--- config.mk ---
export PLATFORM = sky130hd
export DESIGN_NAME = mem_access_ctrl
export DESIGN_NICKNAME = d
export VERILOG_FILES = /design/src/rtl/mem_ctrl_pkg.sv /design/src/rtl/mem_lane_decode.sv /design/src/rtl/mem_access_ctrl.sv
export SDC_FILE = /design/constraint.sdc
export NUM_CORES = 1
export LEC_CHECK = 0
export CAP_MARGIN = 20
export CORE_UTILIZATION = 43
export DETAILED_ROUTE_END_ITERATION = 7
export GPL_TIMING_DRIVEN = 0
export PLACE_DENSITY = 0.81
export SETUP_SLACK_MARGIN = 0.1
export SKIP_CTS_REPAIR_TIMING = 1
export SKIP_LAST_GASP = 1
export SLEW_MARGIN = 10
export SYNTH_ARGS = -nofsm -noshare
export SYNTH_HDL_FRONTEND = slang
export SYNTH_HIERARCHICAL = 1
export SYNTH_SLANG_ARGS = --single-unit
export TNS_END_PERCENT = 5
--- constraint.sdc ---
create_clock -name clk -period 2.5 [get_ports clk]
set_input_delay 0.5 -clock clk [delete_from_list [all_inputs] [get_ports clk]]
set_output_delay 0.5 -clock clk [all_outputs]
set_load 0.05 [all_outputs]
--- src/rtl/mem_ctrl_pkg.sv ---
// rtl/mem_ctrl_pkg.sv - shared encodings for the MEM-stage memory access controller
package mem_ctrl_pkg;

  // MEM-stage opcode as presented on req_op
  typedef enum logic [2:0] {
    OP_LW  = 3'b000,
    OP_LB  = 3'b001,
    OP_LBU = 3'b010,
    OP_LH  = 3'b011,
    OP_LHU = 3'b100,
    OP_SW  = 3'b101,
    OP_SH  = 3'b110,
    OP_SB  = 3'b111
  } op_t;

  // Load-data extender opcodes; byte/half bases are offset by the lane index
  localparam logic [3:0] EXT_NONE = 4'b0000;
  localparam logic [3:0] EXT_LW   = 4'b0001;
  localparam logic [3:0] EXT_LB   = 4'b0010;
  localparam logic [3:0] EXT_LH   = 4'b0110;
  localparam logic [3:0] EXT_LBU  = 4'b1000;
  localparam logic [3:0] EXT_LHU  = 4'b1100;

  typedef enum logic [1:0] {
    ST_IDLE = 2'd0,
    ST_WAIT = 2'd1,
    ST_DONE = 2'd2
  } state_t;

  function automatic logic op_is_store(input logic [2:0] op);
    return (op == OP_SW) || (op == OP_SH) || (op == OP_SB);
  endfunction

endpackage

--- src/rtl/mem_lane_decode.sv ---
// rtl/mem_lane_decode.sv - combinational lane decode: byte enables, write replication,
// extender opcode and alignment check for one memory op
module mem_lane_decode
  import mem_ctrl_pkg::*;
(
  input  logic [2:0]  op,
  input  logic [1:0]  addr_lo,
  input  logic [31:0] wdata,
  output logic [3:0]  be,
  output logic        we,
  output logic [3:0]  extop,
  output logic        misaligned,
  output logic [31:0] wdata_rep
);

  always_comb begin
    be         = 4'b1111;
    we         = op_is_store(op);
    extop      = EXT_NONE;
    misaligned = 1'b0;
    wdata_rep  = wdata;
    case (op)
      OP_LW: begin
        extop      = EXT_LW;
        misaligned = (addr_lo != 2'b00);
      end
      OP_LB: begin
        extop = EXT_LB + {2'b00, addr_lo};
      end
      OP_LBU: begin
        extop = EXT_LBU + {2'b00, addr_lo};
      end
      OP_LH: begin
        extop      = EXT_LH + {3'b000, addr_lo[1]};
        misaligned = addr_lo[0];
      end
      OP_LHU: begin
        extop      = EXT_LHU + {3'b000, addr_lo[1]};
        misaligned = addr_lo[0];
      end
      OP_SW: begin
        misaligned = (addr_lo != 2'b00);
      end
      OP_SH: begin
        be         = addr_lo[1] ? 4'b1100 : 4'b0011;
        wdata_rep  = {2{wdata[15:0]}};
        misaligned = addr_lo[0];
      end
      OP_SB: begin
        be        = 4'b0001 << addr_lo;
        wdata_rep = {4{wdata[7:0]}};
      end
      default: begin
        extop = EXT_NONE;
      end
    endcase
  end

endmodule

--- src/rtl/mem_access_ctrl.sv ---
// rtl/mem_access_ctrl.sv - MEM-stage data memory sequencer: issues the access, waits for
// a variable-latency ack with timeout, and reports completion with extender opcode
module mem_access_ctrl
  import mem_ctrl_pkg::*;
#(
  parameter int TIMEOUT = 16
) (
  input  logic        clk,
  input  logic        reset,
  input  logic        req_valid,
  input  logic [2:0]  req_op,
  input  logic [31:0] req_addr,
  input  logic [31:0] req_wdata,
  output logic        stall,
  output logic        done,
  output logic [31:0] ld_word,
  output logic [3:0]  extop,
  output logic        err_align,
  output logic        err_bus,
  output logic        err_store,
  output logic        mem_req,
  output logic        mem_we,
  output logic [3:0]  mem_be,
  output logic [31:0] mem_addr,
  output logic [31:0] mem_wdata,
  input  logic        mem_ack,
  input  logic [31:0] mem_rdata
);

  localparam int CNT_W = (TIMEOUT > 2) ? $clog2(TIMEOUT) : 1;
  localparam logic [CNT_W-1:0] CNT_LAST = CNT_W'(TIMEOUT - 1);

  state_t           state;
  logic [CNT_W-1:0] cnt;
  logic [3:0]       ext_pend;

  logic [3:0]  dec_be;
  logic        dec_we;
  logic [3:0]  dec_extop;
  logic        dec_misaligned;
  logic [31:0] dec_wdata;

  mem_lane_decode u_decode (
    .op         (req_op),
    .addr_lo    (req_addr[1:0]),
    .wdata      (req_wdata),
    .be         (dec_be),
    .we         (dec_we),
    .extop      (dec_extop),
    .misaligned (dec_misaligned),
    .wdata_rep  (dec_wdata)
  );

  // The pipeline is released during the DONE cycle and advances at its end
  assign stall = req_valid && (state != ST_DONE);

  always_ff @(posedge clk) begin
    if (reset) begin
      state     <= ST_IDLE;
      cnt       <= '0;
      ext_pend  <= EXT_NONE;
      done      <= 1'b0;
      err_align <= 1'b0;
      err_bus   <= 1'b0;
      err_store <= 1'b0;
      extop     <= EXT_NONE;
      ld_word   <= '0;
      mem_req   <= 1'b0;
      mem_we    <= 1'b0;
      mem_be    <= 4'b0000;
      mem_addr  <= '0;
      mem_wdata <= '0;
    end else begin
      case (state)
        ST_IDLE: begin
          if (req_valid) begin
            if (dec_misaligned) begin
              done      <= 1'b1;
              err_align <= 1'b1;
              err_store <= dec_we;
              extop     <= EXT_NONE;
              state     <= ST_DONE;
            end else begin
              mem_req   <= 1'b1;
              mem_we    <= dec_we;
              mem_be    <= dec_be;
              mem_addr  <= {req_addr[31:2], 2'b00};
              mem_wdata <= dec_wdata;
              ext_pend  <= dec_extop;
              cnt       <= '0;
              state     <= ST_WAIT;
            end
          end
        end
        ST_WAIT: begin
          // An ack on the final counted cycle still completes without error
          if (mem_ack) begin
            mem_req <= 1'b0;
            if (!mem_we) begin
              ld_word <= mem_rdata;
            end
            extop <= ext_pend;
            done  <= 1'b1;
            state <= ST_DONE;
          end else if (cnt == CNT_LAST) begin
            mem_req   <= 1'b0;
            done      <= 1'b1;
            err_bus   <= 1'b1;
            err_store <= mem_we;
            extop     <= EXT_NONE;
            state     <= ST_DONE;
          end else begin
            cnt <= cnt + 1'b1;
          end
        end
        ST_DONE: begin
          done      <= 1'b0;
          err_align <= 1'b0;
          err_bus   <= 1'b0;
          err_store <= 1'b0;
          extop     <= EXT_NONE;
          state     <= ST_IDLE;
        end
        default: begin
          state <= ST_IDLE;
        end
      endcase
    end
  end

endmodule
==> results.sh, run 1 <==
export IMPL_finalPower_mw=5.99
export IMPL_syn_area_per_cell_um2=7.91
export IMPL_ir_drop_mv=0.520
export IMPL_cts_buffers=17
export IMPL_synthArstFlopShare_pct=0
export IMPL_setup_viol=0
export IMPL_cts_tree="done"
export IMPL_hpwl_um=11800
export IMPL_viasPerCell=5.09
export IMPL_fin_area_um2=7940
export IMPL_coreArea_um2=11400
export IMPL_synthMuxAreaShare_pct=6.43
export IMPL_critical_path_max_fanout=10
export IMPL_r2r_cells=9
export IMPL_postPlaceCellArea_um2=7270
export IMPL_drive_gt1_share_pct=10.5
export IMPL_rsz0062_at_grt="yes"
export IMPL_initial_utilization_pct=44.0
export IMPL_clk_latency_ns=0.41
export IMPL_io_buffers=208
export IMPL_hold_depth=2
export IMPL_worst_slew_pin_slew_ns=0.592
export IMPL_grt_pass1_vias=4828
export IMPL_cts_htree_levels=4
export IMPL_nets=972
export IMPL_grt_max_degree=17
export IMPL_ys_seq_elements=118
export IMPL_cts_root_buffer_cell="clkbuf_16"
export IMPL_die_area_um2=12100
export IMPL_synth_area_um2=5000
export IMPL_timing_final_hold_violations=0
export IMPL_dominantRegCellSynth="dfxtp_1"
export IMPL_syn_to_final_growth_pct=58.8
export IMPL_end_kind="flop"
export IMPL_cts_sinks=118
export IMPL_period_needed_ns=2.42
export IMPL_status="finished clean"
export IMPL_overflow=0
export IMPL_clock_skew_final_ns=0.00544
export IMPL_synthAdderAreaFrac_pct=1.25
export IMPL_synth_cell_types=41
export IMPL_min_path_type="reg -> reg"
export IMPL_final_max_slew_viol_count=0
export IMPL_fin_crit_sh_pct=96.8
export IMPL_grt_pass1_wl_um=23400
export IMPL_fin_cells=1020
export IMPL_wirelength_um=16100
export IMPL_power_leakage_nw=2.99
export IMPL_track_usage_pct=25.7
export IMPL_synth_compound_area_share_pct=16.5
export IMPL_synth_xor_area_share_pct=0.175
export IMPL_p_per_area_nw_per_um2=754
export IMPL_synth_cells=632
export IMPL_dieHeight_um=110
export IMPL_wl_per_cell_um=15.8
export IMPL_ff_latch_area_um2=2360
export IMPL_clock_fmax_mhz=413
export IMPL_remaining_drc_errors=0
export IMPL_dp_cells=984
export IMPL_fillCellCount=908
export IMPL_crit_path_start_kind="primary input"
export IMPL_antenna_found_initial=0
export IMPL_ant_nets=0
export IMPL_synth_top_family_by_area="simple AND/OR/NAND/NOR gates"
export IMPL_top_level_ports=214
export IMPL_max_slew_margin_rel_pct=60.5
export IMPL_synth_edf_count=0
export IMPL_synthSimpleGateAreaFrac_pct=22.1
export IMPL_first_pass_iters=5
export IMPL_cap_violations=0
export IMPL_die_w_um=110
export IMPL_multi_input_area_um2=2350
export IMPL_path_class="in -> reg"
export IMPL_cts_clk_slew_worst_paths_ns=0.05
export IMPL_arrival_ns=2.76
export IMPL_place_gp_congestion=0.844
export IMPL_n_antenna_cell=0
export IMPL_drtIter0Drc=383
export IMPL_vias=5196
export IMPL_worstPathRequired_ns=2.84
export IMPL_cts_buffer_depth=2
export IMPL_rows=39
export IMPL_synth_seq_area_share_pct=47.2
export IMPL_yosys_warnings=6
## worst max-delay path, cell delays in order
cell and delay, ns:
clkdlybuf4s50_1 0.42, buf_4 0.19, nand2b_1 0.16, a21oi_1 0.25
a221oi_4 0.08, nand2b_4 0.18, buf_4 0.14, a22o_4 0.23
or4_1 0.47, a21oi_1 0.13
## state kept, by name, summed over array words and instances (netlist names)
| register | count |
|---|---|
| ld_word | 32 |
| mem_wdata | 32 |
| mem_addr | 30 |
| cnt | 4 |
| ext_pend | 4 |
| extop | 4 |
| mem_be | 4 |
| state | 2 |
| done | 1 |
| err_align | 1 |
| err_bus | 1 |
| err_store | 1 |
| mem_req | 1 |
| mem_we | 1 |
## cells by family after synthesis
kind of cell | Yosys count
buffers and inverters | 60
and+or+nand+nor | 268
muxes | 26
adders and majority gates | 5
other | 1
AOI/OAI and AO/OA | 153
xor gates and xnor gates | 1
DFF | 118
## worst paths after layout
check                                  start           end  slack, ns
worst min-delay path            mem_addr[29]  mem_addr[29]       0.45
worst max register to register      state[1]  mem_wdata[9]       0.58
worst min register to register  mem_addr[29]  mem_addr[29]       0.45
worst max-delay path               req_op[0]        cnt[0]       0.08
## metrics by stage
step / TNS (ns) / setup slack [ns] / hold WS [ns] / util [%]
2_1_floorplan: 0 / 0.219 / 0.437 / -
3_3_place_gp: -47.31 / -0.643 / 0.441 / 63.9
3_5_place_dp: -51.07 / -0.741 / 0.446 / 63.9
4_1_cts: -16.74 / -0.309 / 0.454 / 69.1
5_1_grt: -0.177 / -0.0712 / 0.464 / 69.9
6_report: 0 / 0.0810 / 0.452 / 69.9
## layout by cell type, fill, tap and decap left out, drive strengths merged, types with 5 or more instances in the layout
cell type	count
nand2	229
clkdlybuf4s50	207
dfxtp	118
a21oi	114
clkbuf	45
buf	35
o21ai	23
mux2	16
mux2i	10
nand3	8
nand2b	8
nor2	8
inv	6
clkinv	6
nor2b	5
ha	5
## per-layer routing
| metal | global-route usage, % | routed length, um | part of all wire (%) |
|---|---|---|---|
| met2 | 46.2 | 8160 | 51 |
| met3 | 5.63 | 1010 | 6.3 |
| met1 | 29.2 | 6560 | 41 |
| met5 | 0 | 0 | 0 |
| met4 | 11.0 | 345 | 2.1 |
## power breakdown
| part | switching, mW | internal (mW) | total [mW] |
|---|---|---|---|
| logic | 0.901 | 0.567 | 1.47 |
| registers | 0.0731 | 2.01 | 2.08 |
| clock network | 0.827 | 1.61 | 2.43 |
## area by class of cell
type | instances | share of cell area, %
Sequential cell | 118 | 29.7
Multi-Input combinational cell | 455 | 29.6
Timing Repair Buffer | 212 | 26.8
Clock buffer | 22 | 5.84
Buffer | 54 | 3.86
Tap cell | 143 | 2.25
Clock inverter | 10 | 1.61
Inverter | 6 | 0.284
## cells in the mapped netlist, drive strengths merged, types with 5 or more instances
cell      n  area share (%)
a21oi   114              11
buf      33             4.2
clkbuf   21             1.6
dfxtp   118              47
ha        5             1.3
inv       6            0.45
mux2     16             4.4
mux2i    10             2.0
nand2   229              17
nand2b    8             1.2
nand3     8            0.80
nor2      8            0.65
nor2b     5            0.63
o21ai    23             2.3
Power figures use the tool's default switching activity.
==> run 2, diff against run 1 <==
--- a/config.mk
+++ b/config.mk
@@ -6,6 +6,7 @@
 export NUM_CORES = 1
 export LEC_CHECK = 0
 export CAP_MARGIN = 20
+export CORE_MARGIN = 4
 export CORE_UTILIZATION = 43
 export DETAILED_ROUTE_END_ITERATION = 7
 export GPL_TIMING_DRIVEN = 0
==> results.sh, run 2 (synthesis gave the netlist of run 1 again) <==
export IMPL_fillCellCount=909
export IMPL_fin_cells=1019
export IMPL_whs_ns=0.452
export IMPL_path_cells="clkdlybuf4s50_1 > buf_6 > buf_4 > a221oi_2 > buf_4 > nand3_1 > a22oi_2 > nor2_1 > a211oi_1"
export IMPL_vias=5216
export IMPL_first_pass_iters=5
export IMPL_die_w_um=116
export IMPL_coreArea_um2=11400
export IMPL_viasPerCell=5.12
export IMPL_p_per_area_nw_per_um2=753
export IMPL_status="finished clean"
export IMPL_place_gp_congestion=0.879
export IMPL_n_antenna_cell=0
export IMPL_fin_area_um2=7910
export IMPL_crit_path_start_kind="primary input"
export IMPL_clk_latency_ns=0.41
export IMPL_clock_skew_final_ns=0.00721
export IMPL_end_kind="flop"
export IMPL_final_common_cell="nand2_1"
export IMPL_initial_utilization_pct=43.8
export IMPL_rsz0062_at_grt="yes"
export IMPL_nets=971
export IMPL_ant_nets=0
export IMPL_drive_gt1_share_pct=10.5
export IMPL_power_leakage_nw=2.98
export IMPL_ir_drop_mv=0.462
export IMPL_cts_root_buffer_cell="clkbuf_16"
export IMPL_grt_pass1_vias=4988
export IMPL_track_usage_pct=23.9
export IMPL_dp_cells=984
export IMPL_remaining_drc_errors=0
export IMPL_dieHeight_um=116
export IMPL_syn_to_final_growth_pct=58.2
export IMPL_top_level_ports=214
export IMPL_critPathSlowestCell="clkdlybuf4s50_1"
export IMPL_worst_slew_pin_slew_ns=0.644
export IMPL_wirelength_um=16300
export IMPL_min_path_type="reg -> reg"
export IMPL_worstPathRequired_ns=2.83
export IMPL_final_util_pct=69.3
export IMPL_critical_path_max_fanout=10
export IMPL_die_area_um2=13400
export IMPL_io_buffers=208
export IMPL_grt_pass1_wl_um=25000
export IMPL_setup_ws_ns=0.0677
export IMPL_setup_viol=0
export IMPL_hpwl_um=12200
export IMPL_rows=39
export IMPL_wl_per_cell_um=16.0
export IMPL_max_stage_delay_ns=0.45
export IMPL_postPlaceCellArea_um2=7270
export IMPL_cts_sinks=118
export IMPL_clock_fmax_mhz=411
export IMPL_largestRegisters="ld_word: 32 flops, mem_wdata: 32 flops, mem_addr: 30 flops"
export IMPL_antenna_found_initial=0
export IMPL_timing_final_hold_violations=0
export IMPL_dpl_worst_slack_ns=-0.772
export IMPL_finalSetupTns_ns=0
export IMPL_final_cell_mix="227 x nand2_1, 207 x clkdlybuf4s50_1, 118 x dfxtp_1"
export IMPL_finalPower_mw=5.96
export IMPL_arrival_ns=2.76
export IMPL_fin_crit_sh_pct=97.3
export IMPL_cts_buffers=17
export IMPL_grt_max_degree=17
export IMPL_crit_top_cell="buf_4"
export IMPL_max_slew_margin_rel_pct=57.1
export IMPL_cap_violations=0
export IMPL_final_max_slew_viol_count=0
export IMPL_cts_tree="done"
export IMPL_cts_htree_levels=4
export IMPL_path_class="in -> reg"
export IMPL_drtIter0Drc=304
export IMPL_cts_clk_slew_worst_paths_ns=0.05
export IMPL_overflow=0
export IMPL_period_needed_ns=2.43
export IMPL_cts_buffer_depth=2
==> run 2: report_power, final <==
part | total [mW] | internal, mW | leakage [nW] | switching (mW)
sequential | 2.08 | 2.01 | 0.960 | 0.0729
clock | 2.42 | 1.59 | 0.292 | 0.830
combinational | 1.45 | 0.555 | 1.73 | 0.896
==> run 2: layout make-up <==
| class | count | area, um2 | share of cell area [%] |
|---|---|---|---|
| clock inverters | 8 | 95.1 | 1.20 |
| plain buffers | 54 | 304 | 3.84 |
| inverters | 6 | 22.5 | 0.285 |
| repair buffers | 211 | 2110 | 26.6 |
| clock buffers | 24 | 502 | 6.34 |
| multi-input cells | 455 | 2340 | 29.6 |
| flip-flops and latches | 118 | 2360 | 29.8 |
| well taps | 143 | 179 | 2.26 |
==> run 2: layer usage <==
layer | wire length [um] | vias up | track usage [%]
met5 | 0 | - | 0
met4 | 466 | 0 | 10.1
met3 | 934 | 37 | 5.64
met2 | 8230 | 180 | 41.2
met1 | 6680 | 2456 | 28.5
li1 | - | 2543 | -
==> run 2: path summary, 6_finish.rpt <==
check,from,end,slack (ns),cells after the start
min reg2reg,mem_addr[9],mem_addr[9],0.45,2
max,req_op[0],done,0.07,9
min,mem_addr[9],mem_addr[9],0.45,2
max reg2reg,state[0],mem_addr[28],0.58,9
==> run 2: worst max-delay path: cells and delay by family <==
family / cells / cell delay, ns
buffers and inverters: 4 / 1.01
AND/OR/NAND/NOR: 2 / 0.21
AO/OA/AOI/OAI: 3 / 1.02
